<file path="config.mk">
export PLATFORM = sky130hd
export DESIGN_NAME = life_array_ctrl
export DESIGN_NICKNAME = d
export VERILOG_FILES = /design/src/rtl/life_ctrl_pkg.sv /design/src/rtl/life_step_pulser.sv /design/src/rtl/life_array_ctrl.sv
export SDC_FILE = /design/constraint.sdc
export NUM_CORES = 1
export LEC_CHECK = 0
export ABC_AREA = 1
export CORE_MARGIN = 3
export CORE_UTILIZATION = 50
export CTS_CLUSTER_SIZE = 28
export DETAILED_ROUTE_END_ITERATION = 6
export GPL_ROUTABILITY_DRIVEN = 0
export PLACE_DENSITY_LB_ADDON = 0.1
export SYNTH_ARGS = -nofsm -noshare
export SYNTH_HDL_FRONTEND = slang
export SYNTH_HIERARCHICAL = 1
export SYNTH_SLANG_ARGS = --single-unit
</file>
<file path="constraint.sdc">
create_clock -name clk -period 2.42 [get_ports clk]
set_input_delay 0.242 -clock clk [delete_from_list [all_inputs] [get_ports clk]]
set_output_delay 0.242 -clock clk [all_outputs]
set_load 0.01 [all_outputs]
</file>
<file path="src/rtl/life_ctrl_pkg.sv">
// life_ctrl_pkg
// Shared definitions for the Game-of-Life array controller: host opcodes,
// the controller FSM state enumeration, the step-pulser phase enumeration
// and a decode helper telling which controller states accept a host byte.
package life_ctrl_pkg;

  // Host opcodes recognised in IDLE.
  localparam logic [7:0] OP_LOAD = 8'h01;
  localparam logic [7:0] OP_STEP = 8'h02;
  localparam logic [7:0] OP_READ = 8'h03;

  // Controller FSM states.
  typedef enum logic [3:0] {
    ST_IDLE  = 4'd0,
    ST_LD0   = 4'd1,
    ST_LD1   = 4'd2,
    ST_WRITE = 4'd3,
    ST_SCNT  = 4'd4,
    ST_SHI   = 4'd5,
    ST_SLO   = 4'd6,
    ST_RD0   = 4'd7,
    ST_RD1   = 4'd8
  } ctrl_state_e;

  // Step pulser phases.
  typedef enum logic [1:0] {
    PH_IDLE = 2'd0,
    PH_HI   = 2'd1,
    PH_LO   = 2'd2
  } pulse_phase_e;

  // True for the states in which the controller takes a host byte.
  function automatic logic accepts_input(input ctrl_state_e s);
    logic r;
    case (s)
      ST_IDLE, ST_LD0, ST_LD1, ST_SCNT: r = 1'b1;
      default:                          r = 1'b0;
    endcase
    return r;
  endfunction

endpackage

</file>
<file path="src/rtl/life_step_pulser.sv">
// life_step_pulser
// Generates one step pulse per start request: step is held high for
// STEP_HIGH cycles, then low for STEP_GAP cycles. A start seen on the final
// gap cycle chains straight into the next pulse with no extra idle cycle.
// Ports:
//   clk        rising-edge clock
//   reset      asynchronous active-low reset
//   srst       synchronous clear (held while the controller is in reset)
//   start      begin a pulse (sampled in idle or on the final gap cycle)
//   step       step output to the array
//   high_last  1 on the last high cycle of a pulse
//   done       1 on the last gap cycle of a pulse
module life_step_pulser
  import life_ctrl_pkg::*;
#(
  parameter int unsigned STEP_HIGH = 2,
  parameter int unsigned STEP_GAP  = 4
) (
  input  logic clk,
  input  logic reset,
  input  logic srst,
  input  logic start,
  output logic step,
  output logic high_last,
  output logic done
);

  // Counters are loaded with length-1 and run down to zero.
  localparam logic [15:0] HIGH_LOAD = 16'(STEP_HIGH - 1);
  localparam logic [15:0] GAP_LOAD  = 16'(STEP_GAP - 1);

  pulse_phase_e phase_q, phase_d;
  logic [15:0]  cnt_q, cnt_d;
  logic         cnt_zero_s;

  assign cnt_zero_s = (cnt_q == 16'd0);

  // Phase / down-counter next-state logic.
  always_comb begin
    phase_d = phase_q;
    cnt_d   = cnt_q;
    if (srst) begin
      phase_d = PH_IDLE;
      cnt_d   = 16'd0;
    end else begin
      case (phase_q)
        PH_IDLE: begin
          if (start) begin
            phase_d = PH_HI;
            cnt_d   = HIGH_LOAD;
          end else begin
            phase_d = PH_IDLE;
          end
        end
        PH_HI: begin
          if (cnt_zero_s) begin
            phase_d = PH_LO;
            cnt_d   = GAP_LOAD;
          end else begin
            cnt_d = cnt_q - 16'd1;
          end
        end
        PH_LO: begin
          if (cnt_zero_s) begin
            if (start) begin
              phase_d = PH_HI;
              cnt_d   = HIGH_LOAD;
            end else begin
              phase_d = PH_IDLE;
            end
          end else begin
            cnt_d = cnt_q - 16'd1;
          end
        end
        default: begin
          phase_d = PH_IDLE;
          cnt_d   = 16'd0;
        end
      endcase
    end
  end

  // Phase and counter registers.
  always_ff @(posedge clk or negedge reset) begin
    if (!reset) begin
      phase_q <= PH_IDLE;
      cnt_q   <= 16'd0;
    end else begin
      phase_q <= phase_d;
      cnt_q   <= cnt_d;
    end
  end

  assign step      = (phase_q == PH_HI);
  assign high_last = (phase_q == PH_HI) && cnt_zero_s;
  assign done      = (phase_q == PH_LO) && cnt_zero_s;

endmodule

</file>
<file path="src/rtl/life_array_ctrl.sv">
// life_array_ctrl
// Byte-command controller for a 16-cell Game-of-Life array.
//   0x01 lo hi : LOAD  - drive val={hi,lo}, one write_enb cycle, gen_count=0
//   0x02 N     : STEP  - N step pulses (N=0 does nothing), gen_count += N
//   0x03       : READ  - snapshot alive, return alive[7:0] then alive[15:8]
//   other      : consumed and ignored
// Optional build macro LIFE_CTRL_AUTOREAD_EN: a STEP with N>0 ends with an
// automatic readback of alive (snapshotted on the last gap cycle).
// Ports:
//   clk, reset (async active-low, release synchronised to clk)
//   in_data/in_valid/in_ready     host command byte stream
//   val, write_enb, step          drive to the array
//   alive                         array cell state
//   out_data/out_valid/out_ready  readback byte stream
//   busy                          FSM not in IDLE
//   gen_count                     generations stepped since the last LOAD
module life_array_ctrl
  import life_ctrl_pkg::*;
#(
  parameter int unsigned STEP_GAP  = 4,
  parameter int unsigned STEP_HIGH = 2
) (
  input  logic        clk,
  input  logic        reset,
  input  logic [7:0]  in_data,
  input  logic        in_valid,
  output logic        in_ready,
  output logic [15:0] val,
  output logic        write_enb,
  output logic        step,
  input  logic [15:0] alive,
  output logic [7:0]  out_data,
  output logic        out_valid,
  input  logic        out_ready,
  output logic        busy,
  output logic [15:0] gen_count
);

  ctrl_state_e state_q, state_d;
  logic [15:0] val_q, val_d;
  logic [7:0]  ld_lo_q, ld_lo_d;
  logic [7:0]  count_q, count_d;
  logic [15:0] snap_q, snap_d;
  logic [15:0] gen_count_q, gen_count_d;
  logic        rst_sync_q, rst_sync_d;

  logic        run_s;
  logic        in_ready_s;
  logic        in_fire_s;
  logic        start_s;
  logic        step_s;
  logic        high_last_s;
  logic        pulse_done_s;
  logic [7:0]  out_data_s;

  assign rst_sync_d = 1'b1;

  // Reset release synchroniser: the FSM stays cleared until the first
  // rising edge after reset deasserts, so bytes are taken from the second.
  always_ff @(posedge clk or negedge reset) begin
    if (!reset) begin
      rst_sync_q <= 1'b0;
    end else begin
      rst_sync_q <= rst_sync_d;
    end
  end

  assign run_s      = rst_sync_q;
  assign in_ready_s = accepts_input(state_q);
  assign in_fire_s  = in_valid & in_ready_s & run_s;

  life_step_pulser #(
    .STEP_HIGH (STEP_HIGH),
    .STEP_GAP  (STEP_GAP)
  ) u_pulser (
    .clk       (clk),
    .reset     (reset),
    .srst      (~run_s),
    .start     (start_s),
    .step      (step_s),
    .high_last (high_last_s),
    .done      (pulse_done_s)
  );

  // Controller next-state logic.
  always_comb begin
    state_d     = state_q;
    val_d       = val_q;
    ld_lo_d     = ld_lo_q;
    count_d     = count_q;
    snap_d      = snap_q;
    gen_count_d = gen_count_q;
    start_s     = 1'b0;
    if (!run_s) begin
      state_d     = ST_IDLE;
      val_d       = 16'h0000;
      ld_lo_d     = 8'h00;
      count_d     = 8'h00;
      snap_d      = 16'h0000;
      gen_count_d = 16'h0000;
    end else begin
      case (state_q)
        ST_IDLE: begin
          if (in_fire_s) begin
            case (in_data)
              OP_LOAD: state_d = ST_LD0;
              OP_STEP: state_d = ST_SCNT;
              OP_READ: begin
                snap_d  = alive;
                state_d = ST_RD0;
              end
              default: state_d = ST_IDLE;
            endcase
          end else begin
            state_d = ST_IDLE;
          end
        end
        // Low byte is staged so val only changes once the LOAD is complete.
        ST_LD0: begin
          if (in_fire_s) begin
            ld_lo_d = in_data;
            state_d = ST_LD1;
          end else begin
            state_d = ST_LD0;
          end
        end
        ST_LD1: begin
          if (in_fire_s) begin
            val_d   = {in_data, ld_lo_q};
            state_d = ST_WRITE;
          end else begin
            state_d = ST_LD1;
          end
        end
        ST_WRITE: begin
          gen_count_d = 16'h0000;
          state_d     = ST_IDLE;
        end
        ST_SCNT: begin
          if (in_fire_s) begin
            count_d = in_data;
            if (in_data == 8'h00) begin
              state_d = ST_IDLE;
            end else begin
              start_s     = 1'b1;
              gen_count_d = gen_count_q + 16'd1;
              state_d     = ST_SHI;
            end
          end else begin
            state_d = ST_SCNT;
          end
        end
        ST_SHI: begin
          if (high_last_s) begin
            state_d = ST_SLO;
          end else begin
            state_d = ST_SHI;
          end
        end
        // On the last gap cycle either chain the next pulse or finish.
        ST_SLO: begin
          if (pulse_done_s) begin
            count_d = count_q - 8'd1;
            if (count_q != 8'd1) begin
              start_s     = 1'b1;
              gen_count_d = gen_count_q + 16'd1;
              state_d     = ST_SHI;
            end else begin
`ifdef LIFE_CTRL_AUTOREAD_EN
              snap_d  = alive;
              state_d = ST_RD0;
`else
              state_d = ST_IDLE;
`endif
            end
          end else begin
            state_d = ST_SLO;
          end
        end
        ST_RD0: begin
          if (out_ready) begin
            state_d = ST_RD1;
          end else begin
            state_d = ST_RD0;
          end
        end
        ST_RD1: begin
          if (out_ready) begin
            state_d = ST_IDLE;
          end else begin
            state_d = ST_RD1;
          end
        end
        default: state_d = ST_IDLE;
      endcase
    end
  end

  // Controller state and datapath registers.
  always_ff @(posedge clk or negedge reset) begin
    if (!reset) begin
      state_q     <= ST_IDLE;
      val_q       <= 16'h0000;
      ld_lo_q     <= 8'h00;
      count_q     <= 8'h00;
      snap_q      <= 16'h0000;
      gen_count_q <= 16'h0000;
    end else begin
      state_q     <= state_d;
      val_q       <= val_d;
      ld_lo_q     <= ld_lo_d;
      count_q     <= count_d;
      snap_q      <= snap_d;
      gen_count_q <= gen_count_d;
    end
  end

  // Readback byte selection from the held snapshot.
  always_comb begin
    out_data_s = 8'h00;
    case (state_q)
      ST_RD0:  out_data_s = snap_q[7:0];
      ST_RD1:  out_data_s = snap_q[15:8];
      default: out_data_s = 8'h00;
    endcase
  end

  assign in_ready  = in_ready_s;
  assign val       = val_q;
  assign write_enb = (state_q == ST_WRITE);
  assign step      = step_s;
  assign out_data  = out_data_s;
  assign out_valid = (state_q == ST_RD0) || (state_q == ST_RD1);
  assign busy      = (state_q != ST_IDLE);
  assign gen_count = gen_count_q;

endmodule

</file>
==> metrics.md, run 1 <==
| Metric | Value |
|---|---|
| Synthesized Nets | 771 |
| GR Util All Layers | 0.236 |
| DIE AREA | roughly 12,000 um2 |
| Adder-Cell Fraction of Synth Area | 0.0121 |
| Antenna cells | 0 |
| RR Startpoint | u_pulser/cnt_q[1]$_DFF_PN0_ |
| Max Cap Violations | 0 |
| Reg area | roughly 2200 um2 |
| Pwr per Cell Area | 430 nW/um2 |
| P_leak | approximately 3.2 nW |
| Max-slew headroom | 0.542 |
| Most frequent cells in the layout | nand2_1 (190), inv_1 (106), nor2_1 (92), dfrtp_1 (86), nand3_1 (76) |
| Synth area leader | dfrtp_1 |
| Syn Area/Cell | 7.01 um2 |
| Remaining Overflow, GRT | 0 |
| Yosys top cell area share | 0.421 |
| First-pass detailed-route iteration total | 4 |
| Via density | approximately 5.3 |
| CTS clk-pin slew, worst paths | ~90 ps |
| Crit path arrival time | between 2000 and 2500 ps |
| Hpwl dp | 9.52 mm |
| Clock share of power | 0.404 |
| Top-Level Pins | 73 |
| Critical path type | reg2out |
| Part of the power in combinational logic | 0.067 |
| Slew Limit Fails | 0 |
| CP Capture Type | primary output |
| Synth Area in Compound Gates | 0.115 |
| Sequential fraction of the synthesis area | 0.421 |
| Core area | 9910 um2 |
| Critical Path Source Type | flip-flop |
| Port buffer count | a little over 70 |
| Worst clock skew | ~7 ps |
| FF-to-FF End | u_pulser/cnt_q[4]$_DFF_PN0_ |
| XOR/XNOR share of the synthesized area | 0.00846 |
| Dpl cells | ~940 |
| Vias in the first global route | 4,820 |
| Reg power frac | 0.529 |
| Switch share | 0.234 |
| Final WL | approximately 13 mm |
| First-pass GRT wire length | between 20 and 25 mm |
| H-tree Lvls | 3 |
| Area of the multi-input gates | about 2500 um2 |
| Register bit total from synthesis | 87 |
| Crit path time final | 2290 ps |
| Clock Sinks | between 80 and 90 |
| # DRC | 0 |
| Peak supply drop | 0.000245 V |
| Most common cell after layout, fill and taps aside | nand2_1 |
| Critical path required time | 2180 ps |
| Fillers | between 900 and 1,000 |
| Hold_ws | 413 ps |
| RSZ-0062 raised after global routing | no |
| Final cell count without fillers | about 960 |
| Die width | about 110 um |
| HP Class | in2async |
| Status | finished, final reports clean |
| DR WL/cell | between 10 and 15 um |
| CTS root buf | clkbuf_8 |
| Library cells used by synthesis | 37 |
| Maximum clock path buffer count | 2 |
| Final Hold Viols | 0 |
| Num CTS Buffers | 9 |
| Initial drt markers | approximately 250 |
| Net Switching | approximately 0.00064 W |
| Post-Route Setup TNS | 0 ps |
| Initial Utilization | 0.522 |
| Die extent in y | between 100 and 150 um |
| Pin count of the biggest net entering global routing | between 40 and 50 |
| Worst R2R Setup Slack | 250 ps |
| DRT antenna net count | 0 |
| Setup Viol. Count Final | 0 |
| Reg2Reg Depth | 11 |
| Mux contribution to synthesized area | 0 |
| Fin nets | 854 |
| Layout cells sized above 1 | 0.0835 |
| Final period util | 0.945 |
| Top cells by area, synth | dfrtp_1 (42%), nand2_1 (14%), inv_1 (7.7%) |
| Num rows | 36 |
| Worst-Margin Slew | approximately 690 ps |
| Internal Power | 0.00211 W |
| Largest family of logic cells by synthesized area | simple AND/OR/NAND/NOR gates |
| Gate Count Post-Synth | roughly 740 |
| Initial antenna violation count | 0 |
| Area grow syn2layout | 23.7% |
| Clk_lat worst skew | approximately 360 ps |
| Mapped Area | about 5200 um2 |
| Synth Area in Simple Gates | 0.348 |
| Vias | 5,096 |
| CTS tree | built |
| Fmax | 437 MHz |
| Ys Warns | 6 |
| Crit Path Max Fanout | 6 |
[cells in the mapped netlist]
| cell type | n |
|---|---|
| o21ai_0 | 44 |
| nor3_2 | 2 |
| and3_1 | 1 |
| a21oi_2 | 1 |
| buf_2 | 6 |
| nor3_4 | 1 |
| xor2_1 | 2 |
| nor4_1 | 2 |
| a22o_1 | 8 |
| or2_2 | 1 |
| o31ai_1 | 1 |
| inv_2 | 2 |
| clkbuf_1 | 13 |
| conb_1 | 1 |
| nor2_1 | 95 |
| clkinv_1 | 1 |
| dfrtp_1 | 87 |
| nand2_2 | 4 |
| o211ai_1 | 1 |
| a21oi_1 | 17 |
| nand2_4 | 3 |
| xnor2_1 | 3 |
| nor3_1 | 8 |
| o21ai_2 | 1 |
| ha_1 | 5 |
| nand3_1 | 76 |
| inv_4 | 1 |
| nor2_2 | 9 |
| nand3_2 | 1 |
| nand2_1 | 191 |
| nor2_4 | 5 |
| nand4_1 | 9 |
| o22ai_1 | 24 |
| nand3b_1 | 1 |
| o21bai_1 | 4 |
| inv_1 | 106 |
| o21ai_1 | 1 |
[power groups by stage]
stage                     registers [W]  clock network, W  logic (W)
after floorplan                 0.00149                 0  0.0000700
after global placement          0.00149                 0   0.000178
after detailed placement        0.00149                 0   0.000180
after CTS                       0.00146           0.00113   0.000182
after global routing            0.00146           0.00121   0.000204
final                           0.00146           0.00111   0.000185
[area by class of cell]
| class | instances | area share |
|---|---|---|
| timing repair buffer | 90 | 0.138 |
| inverter | 110 | 0.0649 |
| clock buffer | 11 | 0.0205 |
| multi-input combinational | 523 | 0.397 |
| tap | 133 | 0.0260 |
| clock inverter | 5 | 0.0129 |
| sequential | 87 | 0.340 |
[what timing repair did]
action                                  4_1_cts  5_1_grt
cloned                                        0        2
endpoints found under the setup margin        9       45
resized for setup                             3       14
hold endpoints to repair                     42        0
pin swaps                                     0        2
setup buffers                                 0        1
hold buffers                                  1        0
[critical path, cell delays in order, from the launching register on]
cell and delay (ps):
dfrtp_1 490, nand2_1 240, nor2_4 230, a22o_1 190, clkdlybuf4s50_1 540
[sequential cells by signal, indices dropped and copies added, names as in the netlist]
name,count
ld_lo_q,8
state_q,4
rst_sync_q,1
snap_q,16
u_pulser/phase_q,2
u_pulser/cnt_q,16
gen_count,16
count_q,8
val,16
[layer usage]
layer	share of wire	vias up	routed length [um]	track usage
met2	0.46	163	6130	0.383
met3	0.059	23	782	0.0468
met4	0.017	0	225	0.0830
met5	0	-	0	0
li1	-	2529	-	-
met1	0.46	2381	6090	0.314
[kinds of logic after synthesis]
logic type / Yosys count
other: 1
AOI/OAI and AO/OA: 102
buffers and inverters: 129
DFF: 87
xor gates and xnor gates: 5
adders and majority gates: 5
and+or+nand+nor: 409
[metrics by stage]
stage                      util  worst slack [ps]  power [W]  area (um2)
final                     0.646               133    0.00276        6400
after global routing      0.646              3.44    0.00287        6400
after CTS                 0.640              32.8    0.00277        6340
after detailed placement  0.616               217    0.00167        6110
after global placement    0.616               253    0.00166        6110
after floorplan               -               120    0.00156        5170
[worst max-delay path by stage]
stage	start	endpoint
after floorplan	u_pulser/cnt_q[0]$_DFF_PN0_	u_pulser/cnt_q[8]$_DFF_PN0_
after global placement	u_pulser/cnt_q[1]$_DFF_PN0_	u_pulser/cnt_q[8]$_DFF_PN0_
after detailed placement	u_pulser/cnt_q[1]$_DFF_PN0_	u_pulser/cnt_q[6]$_DFF_PN0_
after CTS	state_q[1]$_DFF_PN0_	out_valid
after global routing	u_pulser/cnt_q[1]$_DFF_PN0_	gen_count[10]$_DFFE_PN0P_
final	state_q[0]$_DFF_PN0_	out_data[6]
(Power assumes the default switching activity.)
==> inputs of run 2 (changes only) <==
CTS_CLUSTER_DIAMETER = 150   (was unset)
TNS_END_PERCENT = 50   (was unset)
==> run 2 against run 1 <==
Effect of this change:
- combinational power about the same
- final area down 0.21%
- sequential power hardly changed
- worst setup slack worse by 2.8 ps
- first-iteration DRC count shrank 0.40%
- wire length decreased by 0.73%
==> metrics.md, run 2 (same netlist as run 1, synthesis figures left out) <==
| Metric | Value |
|---|---|
| Status | finished, final reports clean (unchanged) |
| H-tree Lvls | 3 (unchanged) |
| Slew Limit Fails | 0 (unchanged) |
| # DRC | 0 (unchanged) |
| Crit Path Max Fanout | 10 (was 6) |
| Max Cap Violations | 0 (unchanged) |
| Die extent in y | 108 um (unchanged) |
| Pin count of the biggest net entering global routing | 46 (unchanged) |
| Final WL | 13.1 mm (was 13.2 mm) |
| Num rows | 36 (unchanged) |
| Critical path required time | 2180 ps (about the same) |
| First-pass detailed-route iteration total | 5 (was 4) |
| Worst clock skew | 6.27 ps (was 7.03 ps) |
| Post-route cell area | 6390 um2 (was 6400 um2) |
| First-pass GRT wire length | 22.3 mm (unchanged) |
| Worst-Margin Slew | 675 ps (was 687 ps) |
| Layout cells sized above 1 | 0.0824 (was 0.0835) |
| Critical path type | reg2out (unchanged) |
| Die width | 108 um (unchanged) |
| Initial antenna violation count | 0 (unchanged) |
| Fin nets | 853 (was 854) |
| CP Capture Type | primary output (unchanged) |
| DRT antenna net count | 0 (unchanged) |
| CTS clk-pin slew, worst paths | 90 ps (about the same) |
| Port buffer count | 72 (unchanged) |
| DIE AREA | 11,600 um2 (unchanged) |
| Via density | 5.25 (was 5.31) |
| Peak supply drop | 0.000244 V (was 0.000245 V) |
| Core area | 9910 um2 (unchanged) |
| Reg2Reg Depth | 11 (unchanged) |
| Hpwl dp | 9.52 mm (unchanged) |
| Vias in the first global route | 4,820 (unchanged) |
| HP Class | in2async (unchanged) |
| Final Hold Viols | 0 (unchanged) |
| Initial drt markers | 248 (was 249) |
| Met3 WL | 776 um (was 782 um) |
| P_leak | 3.18 nW (was 3.20 nW) |
| CTS tree | built (unchanged) |
| Clk_lat worst skew | 360 ps (about the same) |
| Placed Area | 6110 um2 (unchanged) |
| CTS root buf | clkbuf_8 (unchanged) |
| Top sig layer | met4 (unchanged) |
| Max-slew headroom | 0.550 (was 0.542) |
| Crit path time final | 2290 ps (about the same) |
| Setup Viol. Count Final | 0 (unchanged) |
| Pwr per Cell Area | 430 nW/um2 (about the same) |
| Worst R2R Setup Slack | 260 ps (was 250 ps) |
| Final period util | 0.946 (was 0.945) |
| Clock Sinks | 87 (unchanged) |
| Maximum clock path buffer count | 2 (unchanged) |
| DR WL/cell | 13.7 um (was 13.8 um) |
| Crit path arrival time | 2050 ps (about the same) |
| Area grow syn2layout | 23.5% (was 23.7%) |
| Top-Level Pins | 73 (unchanged) |
| Wl on met1 | 6.11 mm (was 6.09 mm) |
| Most frequent cells in the layout | nand2_1 (190), inv_1 (106), nor2_1 (92), dfrtp_1 (86), nand3_1 (76) (unchanged) |
| GR Util All Layers | 0.236 (unchanged) |
| Initial Utilization | 0.522 (unchanged) |
| RSZ-0062 raised after global routing | yes (was no) |
| Worst Setup SP | state_q[0]$_DFF_PN0_ (unchanged) |
| Num CTS Buffers | 9 (unchanged) |
| RR Startpoint | u_pulser/cnt_q[1]$_DFF_PN0_ (unchanged) |
| Critical Path Source Type | flip-flop (unchanged) |
| Total power | 0.00275 W (was 0.00276 W) |
| Vias | 5,031 (was 5,096) |
| FF-to-FF End | u_pulser/cnt_q[4]$_DFF_PN0_ (unchanged) |
| Most common cell after layout, fill and taps aside | nand2_1 (unchanged) |
| Worst setup path end | out_data[2] (was out_data[6]) |
| Fmax | 437 MHz (about the same) |
| Antenna cells | 0 (unchanged) |
| Routed wl met2 | 6.01 mm (was 6.13 mm) |
| Remaining Overflow, GRT | 0 (unchanged) |
## run 2: cell count changes in the layout (fill, tap and decap cells not counted)
cell             previous run  this run
nor2_4                     10         9
dlymetal6s2s_1              2         1
clkdlybuf4s50_1            69        70
## run 2: cell type report
type / instances / area [um2]
fillers: 933 / 3520
inverters: 110 / 415
multi-input cells: 522 / 2530
flip-flops and latches: 87 / 2180
repair buffers: 90 / 882
clock inverters: 5 / 82.6
clock buffers: 11 / 131
well taps: 133 / 166
## run 2: worst max-delay path, cell delays in order (launching register included)
cell	delay (ps)
dfrtp_1	480
nand2_1	180
nor2_4	280
a22o_1	200
clkdlybuf4s50_1	540
## run 2: per-layer routing
| layer | global-route usage | up-vias |
|---|---|---|
| li1 | - | 2524 |
| met4 | 0.0830 | 0 |
| met2 | 0.383 | 152 |
| met3 | 0.0468 | 24 |
| met1 | 0.314 | 2331 |
| met5 | 0 | - |
## run 2: report_power, final
part | internal (W) | switching (W) | total (W)
clock | 0.000585 | 0.000524 | 0.00111
sequential | 0.00145 | 0.00000231 | 0.00146
combinational | 0.0000713 | 0.000113 | 0.000184
total | 0.00211 | 0.000639 | 0.00275
## run 2: worst min-delay path by stage
stage / cells past startpoint / endpoint / from
2_1_floorplan: 0 / count_q[0]$_DFFE_PN0P_ / reset
3_3_place_gp: 1 / u_pulser/cnt_q[3]$_DFF_PN0_ / reset
3_5_place_dp: 1 / u_pulser/cnt_q[3]$_DFF_PN0_ / reset
4_1_cts: 3 / snap_q[4]$_DFFE_PN0P_ / alive[4]
5_1_grt: 3 / snap_q[5]$_DFFE_PN0P_ / alive[5]
6_report: 2 / u_pulser/cnt_q[3]$_DFF_PN0_ / reset
## run 2: repair_timing
action                                  CTS  global route
endpoints found under the setup margin    9            45
hold endpoints to repair                 42             0
hold buffers                              1             0
gates cloned                              0             1
gates resized for setup                   3            12
pin swaps                                 0             1
setup buffers                             0             1
## run 2: metrics by stage
step                       util  setup WS [ps]  hold WS, ps  TNS (ps)  cells
after floorplan               -            120        -53.6         0    738
after global placement    0.616            253          275         0    939
after detailed placement  0.616            217          276         0    939
after CTS                 0.640           32.8          412         0    956
after global routing      0.645          -21.7          425     -21.7    958
final                     0.645            130          418         0    958
==> inputs of run 3 (changes only) <==
SETUP_SLACK_MARGIN = 0.3   (was unset)
==> run 3 against run 2 <==
Effect of this change:
- die area stayed put
- critical path depth rose by 2
- clock power hardly changed
- clock-buffer cell count is 2 lower
- sequential share of layout area shrank 0.73 points
- worst setup slack gained 94 ps
- first-iteration DRC count fell by 4.8%
- final area up 2.3%
- combinational power rose by 4%
- via count rose by 1.2%
- worst hold slack got worse by 100 ps
- final cell count rose by 1.4%
==> metrics.md, run 3 (same netlist as run 1, synthesis figures left out) <==
| Metric | Value |
|---|---|
| Status | finished, final reports clean (unchanged) |
| Critical path required time | 2180 ps (about the same) |
| Worst clock skew | 11.4 ps (was 6.27 ps) |
| DR WL/cell | 14.0 um (was 13.7 um) |
| Clock Sinks | 87 (unchanged) |
| DIE AREA | 11,600 um2 (unchanged) |
| Worst-Margin Slew | 686 ps (was 675 ps) |
| Most common cell after layout, fill and taps aside | nand2_1 (unchanged) |
| DRT antenna net count | 0 (unchanged) |
| Port buffer count | 72 (unchanged) |
| Top-Level Pins | 73 (unchanged) |
| Maximum clock path buffer count | 2 (unchanged) |
| Initial Utilization | 0.522 (unchanged) |
| Clk_lat worst skew | 360 ps (about the same) |
| Num rows | 36 (unchanged) |
| Worst Setup SP | state_q[0]$_DFF_PN0_ (unchanged) |
| Crit Path Max Fanout | 7 (was 10) |
| Pin count of the biggest net entering global routing | 64 (was 46) |
| Worst setup path end | out_data[5] (was out_data[2]) |
| Crit path arrival time | 1950 ps (was 2050 ps) |
| Most frequent cells in the layout | nand2_1 (188), inv_1 (102), nor2_1 (92), dfrtp_1 (85), nand3_1 (74) (was nand2_1 (190), inv_1 (106), nor2_1 (92), dfrtp_1 (86), nand3_1 (76)) |
| RR Startpoint | u_pulser/cnt_q[0]$_DFF_PN0_ (was u_pulser/cnt_q[1]$_DFF_PN0_) |
| Max-slew headroom | 0.543 (was 0.550) |
| HP Class | in2async (unchanged) |
| Slew Limit Fails | 0 (unchanged) |
| Die extent in y | 108 um (unchanged) |
| Antenna cells | 0 (unchanged) |
| Remaining Overflow, GRT | 0 (unchanged) |
| Top sig layer | met4 (unchanged) |
| Core area | 9910 um2 (unchanged) |
| Pwr per Cell Area | 419 nW/um2 (was 430 nW/um2) |
| CP Capture Type | primary output (unchanged) |
| Fmax | 455 MHz (was 437 MHz) |
| Worst R2R Setup Slack | 390 ps (was 260 ps) |
| Vias | 5,089 (was 5,031) |
| Die width | 108 um (unchanged) |
| Max Cap Violations | 0 (unchanged) |
| Fin nets | 866 (was 853) |
| Via density | 5.24 (was 5.25) |
| Area grow syn2layout | 26.3% (was 23.5%) |
| Met3 WL | 618 um (was 776 um) |
| Peak supply drop | 0.000323 V (was 0.000244 V) |
| Setup Viol. Count Final | 0 (unchanged) |
| Layout cells sized above 1 | 0.113 (was 0.0824) |
| Wl on met1 | 5.92 mm (was 6.11 mm) |
| CTS root buf | clkbuf_8 (unchanged) |
| First-pass GRT wire length | 22.4 mm (was 22.3 mm) |
| First-pass detailed-route iteration total | 4 (was 5) |
| Reg2Reg Depth | 13 (was 11) |
| Initial antenna violation count | 0 (unchanged) |
| Crit path time final | 2200 ps (was 2290 ps) |
| CTS clk-pin slew, worst paths | 100 ps (was 90 ps) |
| Hpwl dp | 9.52 mm (about the same) |
| Critical path type | reg2out (unchanged) |
| GR Util All Layers | 0.238 (was 0.236) |
| Critical Path Source Type | flip-flop (unchanged) |
| FF-to-FF End | gen_count[4]$_DFFE_PN0P_ (was u_pulser/cnt_q[4]$_DFF_PN0_) |
| Initial drt markers | 236 (was 248) |
| CTS tree | built (unchanged) |
| P_leak | 3.35 nW (was 3.18 nW) |
| Num CTS Buffers | 9 (unchanged) |
| H-tree Lvls | 3 (unchanged) |
| Post-Route Setup TNS | 0 ps (unchanged) |
| Final Hold Viols | 0 (unchanged) |
| Finished Core Util | 0.659 (was 0.645) |
| RSZ-0062 raised after global routing | yes (unchanged) |
| Final WL | 13.6 mm (was 13.1 mm) |
| Routed wl met2 | 6.80 mm (was 6.01 mm) |
| Vias in the first global route | 4,843 (was 4,820) |
| Final period util | 0.907 (was 0.946) |
| # DRC | 0 (unchanged) |
run 3: cell types whose count changed in the layout (fill, tap and decap cells not counted), moves of 2 or more:
cell             before  now
o21ai_1               2    9
dlymetal6s2s_1        1    6
inv_1               106  102
inv_6                 0    4
clkbuf_1              2    0
o21ai_0              43   35
clkdlybuf4s50_1      70   64
nand3_1              76   74
buf_4                14   25
nand2_1             190  188
inv_2                 2    6
nand3_2               1    3
run 3: worst max-delay path, stage by stage, from the launching register on:
cell,delay [ps]
dfrtp_2,480
nor2_4,130
inv_1,70
nor3_2,120
buf_6,150
a22o_1,120
clkdlybuf4s50_1,530
run 3: how the worst min path moves through the flow:
stage / startpoint / endpoint / slack, ps / cells past startpoint
floorplan: reset / count_q[0]$_DFFE_PN0P_ / -50 / 0
global placement: reset / val[4]$_DFFE_PN0P_ / 170 / 1
detailed placement: reset / val[4]$_DFFE_PN0P_ / 180 / 1
CTS: reset / val[4]$_DFFE_PN0P_ / 310 / 2
global route: reset / val[12]$_DFFE_PN0P_ / 330 / 2
finish: reset / val[12]$_DFFE_PN0P_ / 320 / 2
run 3: report_power, final:
group	switching, W	internal, W	total (W)	leakage, nW
clock	0.000587	0.000502	0.00109	0.107
combinational	0.000117	0.0000747	0.000192	2.03
sequential	0.00000201	0.00145	0.00146	1.21
run 3: timing repair:
action | CTS | global route
cloned | 1 | 2
pin swaps | 0 | 7
setup endpoints to repair | 32 | 55
endpoints found under the hold margin | 24 | 0
setup buffers | 1 | 11
hold buffers | 1 | 0
gates resized for setup | 8 | 34
run 3: cell type report:
class                      instances  area [um2]
sequential                        87        2180
clock buffer                       9         124
inverter                         110         415
multi-input combinational        523        2580
fill                             888        3380
clock inverter                     7        85.1
timing repair buffer             102         987
tap                              133         166
run 3: metal layers:
layer / vias up / GRT usage
met5: - / 0
met4: 0 / 0.0812
met3: 19 / 0.0414
met2: 130 / 0.410
met1: 2385 / 0.301
li1: 2555 / -
run 3: through the flow:
| step | worst slack (ps) | total power [W] | area (um2) | std cells | hold WS [ps] |
|---|---|---|---|---|---|
| 6_report | 224 | 0.00274 | 6530 | 971 | 315 |
| 5_1_grt | 144 | 0.00285 | 6530 | 971 | 329 |
| 4_1_cts | 132 | 0.00276 | 6360 | 958 | 310 |
| 3_5_place_dp | 249 | 0.00167 | 6110 | 939 | 177 |
| 3_3_place_gp | 317 | 0.00167 | 6110 | 939 | 172 |
| 2_1_floorplan | 336 | 0.00156 | 5180 | 738 | -53.6 |
